**src/rtl/controller_sequencer.sv**
```systemverilog
// -----------------------------------------------------------------------------
// controller_sequencer
//
// Purpose:
//    Control unit for a SAP-1 style machine. A six-step ring (T1..T6) runs
//    instruction fetch in T1..T3 and opcode-dependent execute in T4..T6. The
//    control word is a pure Moore decode of the state register, plus the
//    opcode while in T4..T6.
//
// Optional feature (compile-time macro SEQ_SHORT_CYCLE_EN):
//    When defined, execute returns to T1 as soon as an instruction has no
//    further work:
//       OUT and NOP : T4 -> T1
//       LDA         : T5 -> T1
//       ADD / SUB   : unchanged, T6 is required
//    When undefined, every instruction except HLT takes exactly six cycles.
//    HLT behaves identically in both builds.
//
// Ports:
//    i_clock           in   1  system clock, all state changes on rising edge
//    i_reset           in   1  synchronous, active-high reset
//    i_debug           in   1  trace request for simulation; no functional effect
//    i_opcode          in   4  instruction register upper nibble, stable T4..T6
//    o_t_state         out  6  one-hot ring, bit0 = T1 .. bit5 = T6; 0 otherwise
//    o_pc_increment    out  1  Cp  program counter increment
//    o_pc_enable_out   out  1  Ep  program counter drives bus
//    o_mar_load        out  1  Lm  memory address register load
//    o_ram_enable_out  out  1  CE  RAM drives bus
//    o_ir_load         out  1  Li  instruction register load
//    o_ir_enable_out   out  1  Ei  operand nibble drives bus
//    o_a_load          out  1  La  accumulator load
//    o_a_enable_out    out  1  Ea  accumulator drives bus
//    o_alu_subtract    out  1  Su  ALU subtract select
//    o_alu_enable_out  out  1  Eu  ALU result drives bus
//    o_b_load          out  1  Lb  B register load
//    o_out_load        out  1  Lo  output register load
//    o_halt            out  1  high in T4 of HLT and while halted
// -----------------------------------------------------------------------------
module controller_sequencer (
   input  logic       i_clock,
   input  logic       i_reset,
   input  logic       i_debug,
   input  logic [3:0] i_opcode,
   output logic [5:0] o_t_state,
   output logic       o_pc_increment,
   output logic       o_pc_enable_out,
   output logic       o_mar_load,
   output logic       o_ram_enable_out,
   output logic       o_ir_load,
   output logic       o_ir_enable_out,
   output logic       o_a_load,
   output logic       o_a_enable_out,
   output logic       o_alu_subtract,
   output logic       o_alu_enable_out,
   output logic       o_b_load,
   output logic       o_out_load,
   output logic       o_halt
);

   // --------------------------------------------------------------------------
   // Opcodes
   // --------------------------------------------------------------------------
   localparam logic [3:0] OP_LDA = 4'b0000;
   localparam logic [3:0] OP_ADD = 4'b0001;
   localparam logic [3:0] OP_SUB = 4'b0010;
   localparam logic [3:0] OP_OUT = 4'b1110;
   localparam logic [3:0] OP_HLT = 4'b1111;

   // --------------------------------------------------------------------------
   // State encoding. T1..T6 are consecutive so the ring output can be derived
   // by comparing against ST_T1 + n.
   // --------------------------------------------------------------------------
   localparam logic [2:0] ST_IDLE   = 3'd0;
   localparam logic [2:0] ST_T1     = 3'd1;
   localparam logic [2:0] ST_T2     = 3'd2;
   localparam logic [2:0] ST_T3     = 3'd3;
   localparam logic [2:0] ST_T4     = 3'd4;
   localparam logic [2:0] ST_T5     = 3'd5;
   localparam logic [2:0] ST_T6     = 3'd6;
   localparam logic [2:0] ST_HALTED = 3'd7;

   logic [2:0] state_reg;
   logic [2:0] state_next;

   // --------------------------------------------------------------------------
   // Opcode decode. Anything not explicitly recognised executes as a NOP.
   // --------------------------------------------------------------------------
   logic op_lda;
   logic op_add;
   logic op_sub;
   logic op_out;
   logic op_hlt;
   logic op_nop;

   assign op_lda = (i_opcode == OP_LDA);
   assign op_add = (i_opcode == OP_ADD);
   assign op_sub = (i_opcode == OP_SUB);
   assign op_out = (i_opcode == OP_OUT);
   assign op_hlt = (i_opcode == OP_HLT);
   assign op_nop = ~(op_lda | op_add | op_sub | op_out | op_hlt);

   // --------------------------------------------------------------------------
   // Early-exit conditions for the short-cycle build. In the default build
   // both are tied low and the ring always runs to T6.
   // --------------------------------------------------------------------------
   logic t4_done;
   logic t5_done;

`ifdef SEQ_SHORT_CYCLE_EN
   assign t4_done = op_out | op_nop;
   assign t5_done = op_lda;
`else
   assign t4_done = 1'b0;
   assign t5_done = 1'b0;
`endif

   // The trace request only matters to a simulation harness; the sequencer
   // itself never looks at it.
   logic debug_unused;
   assign debug_unused = i_debug;

   // --------------------------------------------------------------------------
   // Next-state logic
   // --------------------------------------------------------------------------
   always_comb begin
      state_next = state_reg;
      case (state_reg)
         // One dead cycle after reset before fetch begins, so downstream
         // registers have settled.
         ST_IDLE: state_next = ST_T1;
         ST_T1:   state_next = ST_T2;
         ST_T2:   state_next = ST_T3;
         ST_T3:   state_next = ST_T4;
         ST_T4: begin
            if (op_hlt) begin
               state_next = ST_HALTED;
            end else if (t4_done) begin
               state_next = ST_T1;
            end else begin
               state_next = ST_T5;
            end
         end
         ST_T5: begin
            if (t5_done) begin
               state_next = ST_T1;
            end else begin
               state_next = ST_T6;
            end
         end
         ST_T6:     state_next = ST_T1;
         // Only reset leaves HALTED.
         ST_HALTED: state_next = ST_HALTED;
         default:   state_next = ST_IDLE;
      endcase
   end

   // --------------------------------------------------------------------------
   // State register. Reset wins from every state, including mid-execute and
   // HALTED.
   // --------------------------------------------------------------------------
   always_ff @(posedge i_clock) begin
      if (i_reset) begin
         state_reg <= ST_IDLE;
      end else begin
         state_reg <= state_next;
      end
   end

   // --------------------------------------------------------------------------
   // Ring counter view of the state: one bit per T-step, all zero in IDLE and
   // HALTED.
   // --------------------------------------------------------------------------
   genvar gi;
   generate
      for (gi = 0; gi < 6; gi = gi + 1) begin : g_t_state
         assign o_t_state[gi] = (state_reg == 3'(gi + 1));
      end
   endgenerate

   // --------------------------------------------------------------------------
   // Control word decode. Bus drivers (Ep, CE, Ei, Ea, Eu) are each asserted
   // in a distinct state/opcode slot, so no two can be on together.
   // --------------------------------------------------------------------------
   always_comb begin
      o_pc_increment   = 1'b0;
      o_pc_enable_out  = 1'b0;
      o_mar_load       = 1'b0;
      o_ram_enable_out = 1'b0;
      o_ir_load        = 1'b0;
      o_ir_enable_out  = 1'b0;
      o_a_load         = 1'b0;
      o_a_enable_out   = 1'b0;
      o_alu_subtract   = 1'b0;
      o_alu_enable_out = 1'b0;
      o_b_load         = 1'b0;
      o_out_load       = 1'b0;
      o_halt           = 1'b0;

      case (state_reg)
         // Fetch: address phase.
         ST_T1: begin
            o_pc_enable_out = 1'b1;
            o_mar_load      = 1'b1;
         end

         // Fetch: a single-cycle increment gives exactly one PC edge per
         // instruction.
         ST_T2: begin
            o_pc_increment = 1'b1;
         end

         // Fetch: memory phase into the instruction register.
         ST_T3: begin
            o_ram_enable_out = 1'b1;
            o_ir_load        = 1'b1;
         end

         ST_T4: begin
            if (op_lda | op_add | op_sub) begin
               // Operand address to MAR.
               o_ir_enable_out = 1'b1;
               o_mar_load      = 1'b1;
            end else if (op_out) begin
               o_a_enable_out = 1'b1;
               o_out_load     = 1'b1;
            end else if (op_hlt) begin
               o_halt = 1'b1;
            end
         end

         ST_T5: begin
            if (op_lda) begin
               o_ram_enable_out = 1'b1;
               o_a_load         = 1'b1;
            end else if (op_add | op_sub) begin
               o_ram_enable_out = 1'b1;
               o_b_load         = 1'b1;
               // Subtract is set up a cycle early so the ALU result has
               // settled by the time it is driven onto the bus in T6.
               o_alu_subtract   = op_sub;
            end
         end

         ST_T6: begin
            if (op_add | op_sub) begin
               o_alu_enable_out = 1'b1;
               o_a_load         = 1'b1;
               o_alu_subtract   = op_sub;
            end
         end

         ST_HALTED: begin
            o_halt = 1'b1;
         end

         default: begin
         end
      endcase
   end

endmodule

```
**config.mk**
```make
export PLATFORM = sky130hd
export DESIGN_NAME = controller_sequencer
export DESIGN_NICKNAME = d
export VERILOG_FILES = /design/src/rtl/controller_sequencer.sv
export SDC_FILE = /design/constraint.sdc
export NUM_CORES = 1
export LEC_CHECK = 0
export BUFFER_PORTS_ARGS = -buffer_cell sky130_fd_sc_hd__buf_2
export CORE_AREA = 10 10 47 49
export CTS_CLUSTER_DIAMETER = 80
export CTS_CLUSTER_SIZE = 12
export DETAILED_ROUTE_END_ITERATION = 8
export DIE_AREA = 0 0 57 59
export REMOVE_ABC_BUFFERS = 1
export SETUP_SLACK_MARGIN = 0.1
export SYNTH_ARGS = -nofsm -noshare
export SYNTH_HDL_FRONTEND = slang
export SYNTH_SLANG_ARGS = --single-unit
export TNS_END_PERCENT = 1
```
**constraint.sdc**
```tcl
create_clock -name i_clock -period 2.9 [get_ports i_clock]
set_input_delay 0.435 -clock i_clock [delete_from_list [all_inputs] [get_ports i_clock]]
set_output_delay 0.435 -clock i_clock [all_outputs]
set_load 0.02 [all_outputs]
```
==> results of run 1 <==
[where the power goes]
part	internal (uW)	leakage, uW	switching, uW
sequential	45.1	0.0000249	8.35
clock	51.7	0.0000150	23.3
combinational	21.6	0.000209	32.0
total	118	0.000249	63.7
[worst max-delay path by stage]
stage,depth (start not counted),end,slack (ps)
floorplan,3,o_ram_enable_out,670
global placement,5,o_halt,1050
detailed placement,5,o_halt,1050
CTS,4,o_mar_load,900
global route,4,o_mar_load,770
finish,4,o_mar_load,920
[kinds of logic after synthesis]
| group | after synthesis | share of synthesized area, % |
|---|---|---|
| simple gates | 25 | 45.3 |
| buf+inv | 9 | 17.6 |
| flops | 3 | 18.8 |
| compound gates | 9 | 18.4 |
[routing by layer]
| layer | GRT usage (%) | wire [um] | vias to the layer above |
|---|---|---|---|
| met1 | 4.53 | 343 | 169 |
| met4 | 1.01 | 0 | 0 |
| met5 | 0 | 0 | - |
| li1 | - | - | 199 |
| met2 | 11.6 | 544 | 12 |
| met3 | 4.94 | 115 | 0 |
[cell usage in the layout (no fill, tap or decap), types with 2 or more instances in the layout]
cell type,n
buf_2,24
nand2_1,5
nor2_1,4
a21oi_1,4
nor3b_1,3
inv_1,3
dfxtp_1,3
clkbuf_4,3
nor3_1,2
and2b_2,2
or2_2,2
[cell type report]
type,instances,area (um^2),share of cell area [%]
tap,16,20.0,4.53
clock buffer,4,26.3,5.95
inverter,3,11.3,2.55
sequential,3,60.1,13.6
timing repair buffer,24,120,27.2
multi-input combinational,34,204,46.2
[stage by stage]
stage,hold slack (ps),util [%],area (um^2),power (uW)
global placement,523,29.6,415,108
CTS,390,31.5,442,185
detailed placement,547,29.6,415,109
global route,394,31.5,442,198
finish,389,31.5,442,182
floorplan,485,-,275,87.4
==> results.py, run 1 <==
metrics = {
    "logic_synthesis": {
        "synth_edf_count": 0,
        "synthTopCellsByArea": "dfxtp_1 19%, buf_4 14%, nor3b_1 7.0%, a21oi_1 6.3%, nand2_1 5.9%",
        "synth-async-reset-ratio_pct": 0,
        "synth_top_area_share_pct": 18.8,
        "yosysMostFrequentCell": "buf_4",
        "netlist_instances": 46,
        "synth_seq_cells": 3,
        "avgSynthCellArea_um2": 6.96,
        "yosys.area.top_type": "dfxtp_1",
        "netlist_top_cells_count": "6 x buf_4, 5 x nand2_1, 4 x a21oi_1, 4 x nor2_1",
        "syn_area_um2": 320,
        "synth_cell_types": 22,
        "yosys_warnings": 0,
        "ys.flop_type": "dfxtp_1",
        "ys_seq_area_share_pct": 18.8,
    },
    "floorplanning": {
        "rows": 14,
        "fp.dieW_um": 57,
        "initial_core_util_pct": 22.9,
        "num_io_pins": 26,
        "die_h_um": 59,
        "core-area_um2": 1400,
        "die_area_um2": 3360,
    },
    "placement": {
        "io_buffer_count": 24,
        "place_ws_ps": 1050,
        "hpwl_um": 842,
        "routabilityCongestion": 0.634,
        "dpl.cell_count": 80,
    },
    "sta": {
        "hold_viol": 0,
        "relSlewSlack_pct": 76.7,
        "report.final.slew_viol_count": 0,
        "grt_setup_unrepaired": "false",
        "report.final.setup_viol": 0,
        "clock.fmax_ghz": 0.506,
        "skew_ps": 3.03,
        "worstMarginPinSlew_ps": 348,
        "finalCritPeriodShare_pct": 68.1,
        "setup_tns_ps": 0,
        "setup_ws_ps": 925,
        "min_period_ps": 1980,
    },
    "final_layout": {
        "nets": 76,
        "diodes": 0,
        "syn2layout_area_growth_pct": 37.9,
        "instances_no_fill": 84,
        "drive_gt1_share_pct": 51.5,
        "fillers": 171,
    },
    "route": {
        "wl_per_cell_um": 11.9,
        "dr.pass1.iters": 2,
        "dr_total_vias": 380,
        "ant_nets": 0,
        "drc": 0,
        "vias_per_cell": 4.52,
        "drtIter0Drc": 3,
        "totalWireLength_mm": 1.00,
    },
    "grt": {
        "grt_pass1_wl_mm": 1.63,
        "antenna_found_initial": 0,
        "grt_pass1_vias": 376,
        "track_usage_pct": 6.02,
        "grt-ovfl-total": 0,
        "grt_max_degree": 13,
    },
    "run": {
        "drv_cap": 0,
    },
    "setup_path": {
        "worstPathRequired_ps": 2470,
        "path_buf_inv": 1,
        "critPathTopFamily": "simple AND/OR/NAND/NOR gates",
        "reg2reg_from": "state_reg[1]",
        "crit_fanout": 11,
        "reg2regPathDepth": 2,
        "path_cells": "nor3b_1 > and3_2 > or2_2 > buf_2",
        "cpMaxStageDelayCell": "dfxtp_1",
        "rrSetupSlack_ps": 1860,
        "r2r_end": "state_reg[1]",
        "start_kind": "flip-flop",
        "worstPathArrival_ps": 1540,
        "end_kind": "primary output",
        "worst-setup-path-type": "flip-flop to primary output",
        "slowest_delay_ps": 500,
    },
    "clock_network": {
        "clkTransAtPathRegs_ps": 40,
        "cts.sinks": 3,
        "cts_resized": 0,
        "h-tree-depth": 1,
        "cts_root_buf": "clkbuf_4",
        "cts_hold_buf": 0,
        "cts_buffer_depth": 2,
        "cts_tree": "yes",
        "cts_inserted_buffers": 3,
        "postCtsSetupRepairBufs": 0,
        "clk_latency_ps": 230,
    },
    "power_and_ir_drop": {
        "power.leakage_uw": 0.000249,
        "vdd_drop_max_v": 0.000125,
        "power_density_nw_per_um2": 412,
    },
    "worst_hold_path": {
        "whs_path_depth": 2,
        "holdPathEnd": "state_reg[0]",
        "hold_class": "input pin to flip-flop",
        "hold_path_startpoint": "i_reset",
    },
    "run_status": {
        "status": "finished clean",
    },
}
(Power assumes the default switching activity.)
==> run 2, diff against run 1 <==
--- a/config.mk
+++ b/config.mk
@@ -5,6 +5,7 @@
 export SDC_FILE = /design/constraint.sdc
 export NUM_CORES = 1
 export LEC_CHECK = 0
+export ABC_AREA = 1
 export BUFFER_PORTS_ARGS = -buffer_cell sky130_fd_sc_hd__buf_2
 export CORE_AREA = 10 10 47 49
 export CTS_CLUSTER_DIAMETER = 80
==> constraint.sdc (replaced) <==
create_clock -name i_clock -period 2 [get_ports i_clock]
set_input_delay 0.3 -clock i_clock [delete_from_list [all_inputs] [get_ports i_clock]]
set_output_delay 0.3 -clock i_clock [all_outputs]
set_load 0.02 [all_outputs]
==> run 2 against run 1 <==
Critical path depth is 1 lower. Cell area is 1.7% lower. First-iteration DRC count stayed put. Setup slack worse by 610 ps. Synthesized area is 5.5% lower. Global-route usage is 0.20 points higher. Sequential cell count stayed put. Register-to-register slack worse by 900 ps. Critical endpoint is now o_a_enable_out. Largest cell class unchanged. Highest routed layer is now met4.
==> results.py, run 2 <==
metrics = {
    "logic_synthesis": {
        "netlist_instances": 55,
        "ys.flop_type": "dfxtp_1",
        "synth_seq_cells": 3,
        "synthTopCellsByArea": "dfxtp_1 20%, inv_1 16%, nand3_1 13%, nand2_1 12%, buf_4 9.9%",
        "avgSynthCellArea_um2": 5.51,
        "synth_edf_count": 0,
        "yosys.area.top_type": "dfxtp_1",
        "yosysMostFrequentCell": "inv_1",
        "synth_top_area_share_pct": 19.8,
        "synth_cell_types": 11,
        "netlist_top_cells_count": "13 x inv_1, 10 x nand2_1, 8 x nand3_1, 7 x nor2_1",
        "synth-async-reset-ratio_pct": 0,
        "yosys_warnings": 0,
        "syn_area_um2": 303,
        "ys_seq_area_share_pct": 19.8,
    },
    "grt": {
        "grt-ovfl-total": 0,
        "track_usage_pct": 6.22,
        "antenna_found_initial": 0,
        "grt_max_degree": 9,
        "grt_pass1_wl_mm": 1.68,
        "grt_pass1_vias": 427,
    },
    "sta": {
        "hold_viol": 0,
        "skew_ps": 5.24,
        "relSlewSlack_pct": 83.3,
        "min_period_ps": 1690,
        "clock.fmax_ghz": 0.592,
        "grt_setup_unrepaired": "false",
        "report.final.slew_viol_count": 0,
        "report.final.setup_viol": 0,
        "finalCritPeriodShare_pct": 84.4,
        "worstMarginPinSlew_ps": 250,
    },
    "clock_network": {
        "cts_tree": "yes",
        "clk_latency_ps": 240,
        "h-tree-depth": 1,
        "postCtsSetupRepairBufs": 0,
        "cts.sinks": 3,
        "cts_inserted_buffers": 3,
        "cts_root_buf": "clkbuf_4",
        "cts_buffer_depth": 2,
        "clkTransAtPathRegs_ps": 40,
    },
    "placement": {
        "place_area_um2": 402,
        "dpl.cell_count": 90,
        "hpwl_um": 869,
        "io_buffer_count": 24,
        "routabilityCongestion": 0.736,
    },
    "final_layout": {
        "stdcell_area_um2": 434,
        "final_cell_mix": "24 x buf_2, 13 x inv_1, 10 x nand2_1, 8 x nand3_1, 7 x nor2_1",
        "drive_gt1_share_pct": 35.9,
        "syn2layout_area_growth_pct": 43.4,
        "nets": 86,
        "instances_no_fill": 94,
        "diodes": 0,
        "final_common_cell": "buf_2",
    },
    "floorplanning": {
        "core-area_um2": 1400,
        "die_area_um2": 3360,
        "die_h_um": 59,
        "fp.dieW_um": 57,
        "rows": 14,
        "num_io_pins": 26,
        "initial_core_util_pct": 21.6,
    },
    "setup_path": {
        "worstPathArrival_ps": 1390,
        "reg2reg_from": "state_reg[1]",
        "start_kind": "flip-flop",
        "end_kind": "primary output",
        "r2r_end": "state_reg[1]",
        "path_cells": "nand3_1 > nor4_2 > buf_2",
        "cpMaxStageDelayCell": "dfxtp_1",
        "rrSetupSlack_ps": 960,
        "slowest_delay_ps": 450,
        "worst-setup-path-type": "flip-flop to primary output",
        "crit_fanout": 8,
        "worstPathRequired_ps": 1700,
        "reg2regPathDepth": 5,
    },
    "run": {
        "drv_cap": 0,
    },
    "power_and_ir_drop": {
        "vdd_drop_max_v": 0.000287,
        "power.leakage_uw": 0.000292,
        "power_density_nw_per_um2": 582,
    },
    "route": {
        "ant_nets": 0,
        "dr.pass1.iters": 2,
        "drc": 0,
        "totalWireLength_mm": 1.05,
        "vias_per_cell": 4.34,
        "drtIter0Drc": 3,
        "wl_per_cell_um": 11.2,
        "dr_total_vias": 408,
    },
    "worst_hold_path": {
        "whs_path_depth": 2,
        "hold_path_startpoint": "i_reset",
        "hold_class": "input pin to flip-flop",
    },
    "run_status": {
        "status": "finished clean",
    },
}
## run 2: cell count changes after synthesis, sizes merged, moves of 3 or more
| cell | before | now |
|---|---|---|
| nand2 | 6 | 10 |
| inv | 3 | 13 |
| nor3b | 3 | 0 |
| nand3 | 1 | 8 |
| nor2 | 4 | 7 |
## run 2: power breakdown
group	internal [uW]	switching (uW)	leakage (uW)	total (uW)
clock network	75.1	36.3	0.0000150	111
logic	22.4	47.6	0.000252	70.0
registers	64.8	6.69	0.0000248	71.4
total	162	90.5	0.000292	253
## run 2: critical path, delay by kind of cell (launching register included)
| family | cells | cell delay [ps] |
|---|---|---|
| buf+inv | 1 | 220 |
| flops | 1 | 450 |
| simple gates | 2 | 480 |
## run 2: how the worst max path moves through the flow
stage / to / start
4_1_cts: o_a_enable_out / flip-flop
6_report: o_a_enable_out / flip-flop
2_1_floorplan: o_a_enable_out / flip-flop
3_5_place_dp: o_a_enable_out / flip-flop
5_1_grt: o_a_enable_out / flip-flop
3_3_place_gp: o_a_load / i_opcode[3]
## run 2: kinds of logic (layout without fill, tap and decap cells)
logic type	count (synthesis)	after routing	synth area share, %
buffers and inverters	18	41	29.8
flip-flops	3	3	19.8
AND/OR/NAND/NOR	26	26	36.4
AO/OA/AOI/OAI	8	8	14.0
## run 2: repair_timing
action | CTS | global route
setup endpoints to repair | 0 | 2
hold buffers | 0 | 0
hold endpoints to repair | 0 | 0
resized for setup | 0 | 1
## run 2: final cells by class
class	instances	area (um^2)
Tap cell	16	20.0
Multi-Input combinational cell	34	159
Inverter	13	48.8
Timing Repair Buffer	24	120
Sequential cell	3	60.1
Fill cell	162	967
Clock buffer	4	26.3
## run 2: routing by layer
metal,routed length (um),global-route usage [%],up-vias
li1,-,-,212
met1,463,5.33,176
met2,469,10.5,17
met3,95,3.65,3
met4,22,4.70,0
met5,0,0,-
## run 2: metrics by stage
step	utilization (%)	power (uW)	hold WS, ps	worst slack [ps]	setup TNS, ps
global placement	28.7	140	496	528	0
floorplan	-	115	369	-87.1	-174
CTS	30.5	260	235	234	0
global route	31.0	272	235	151	0
finish	31.0	253	244	311	0
detailed placement	28.7	142	498	504	0
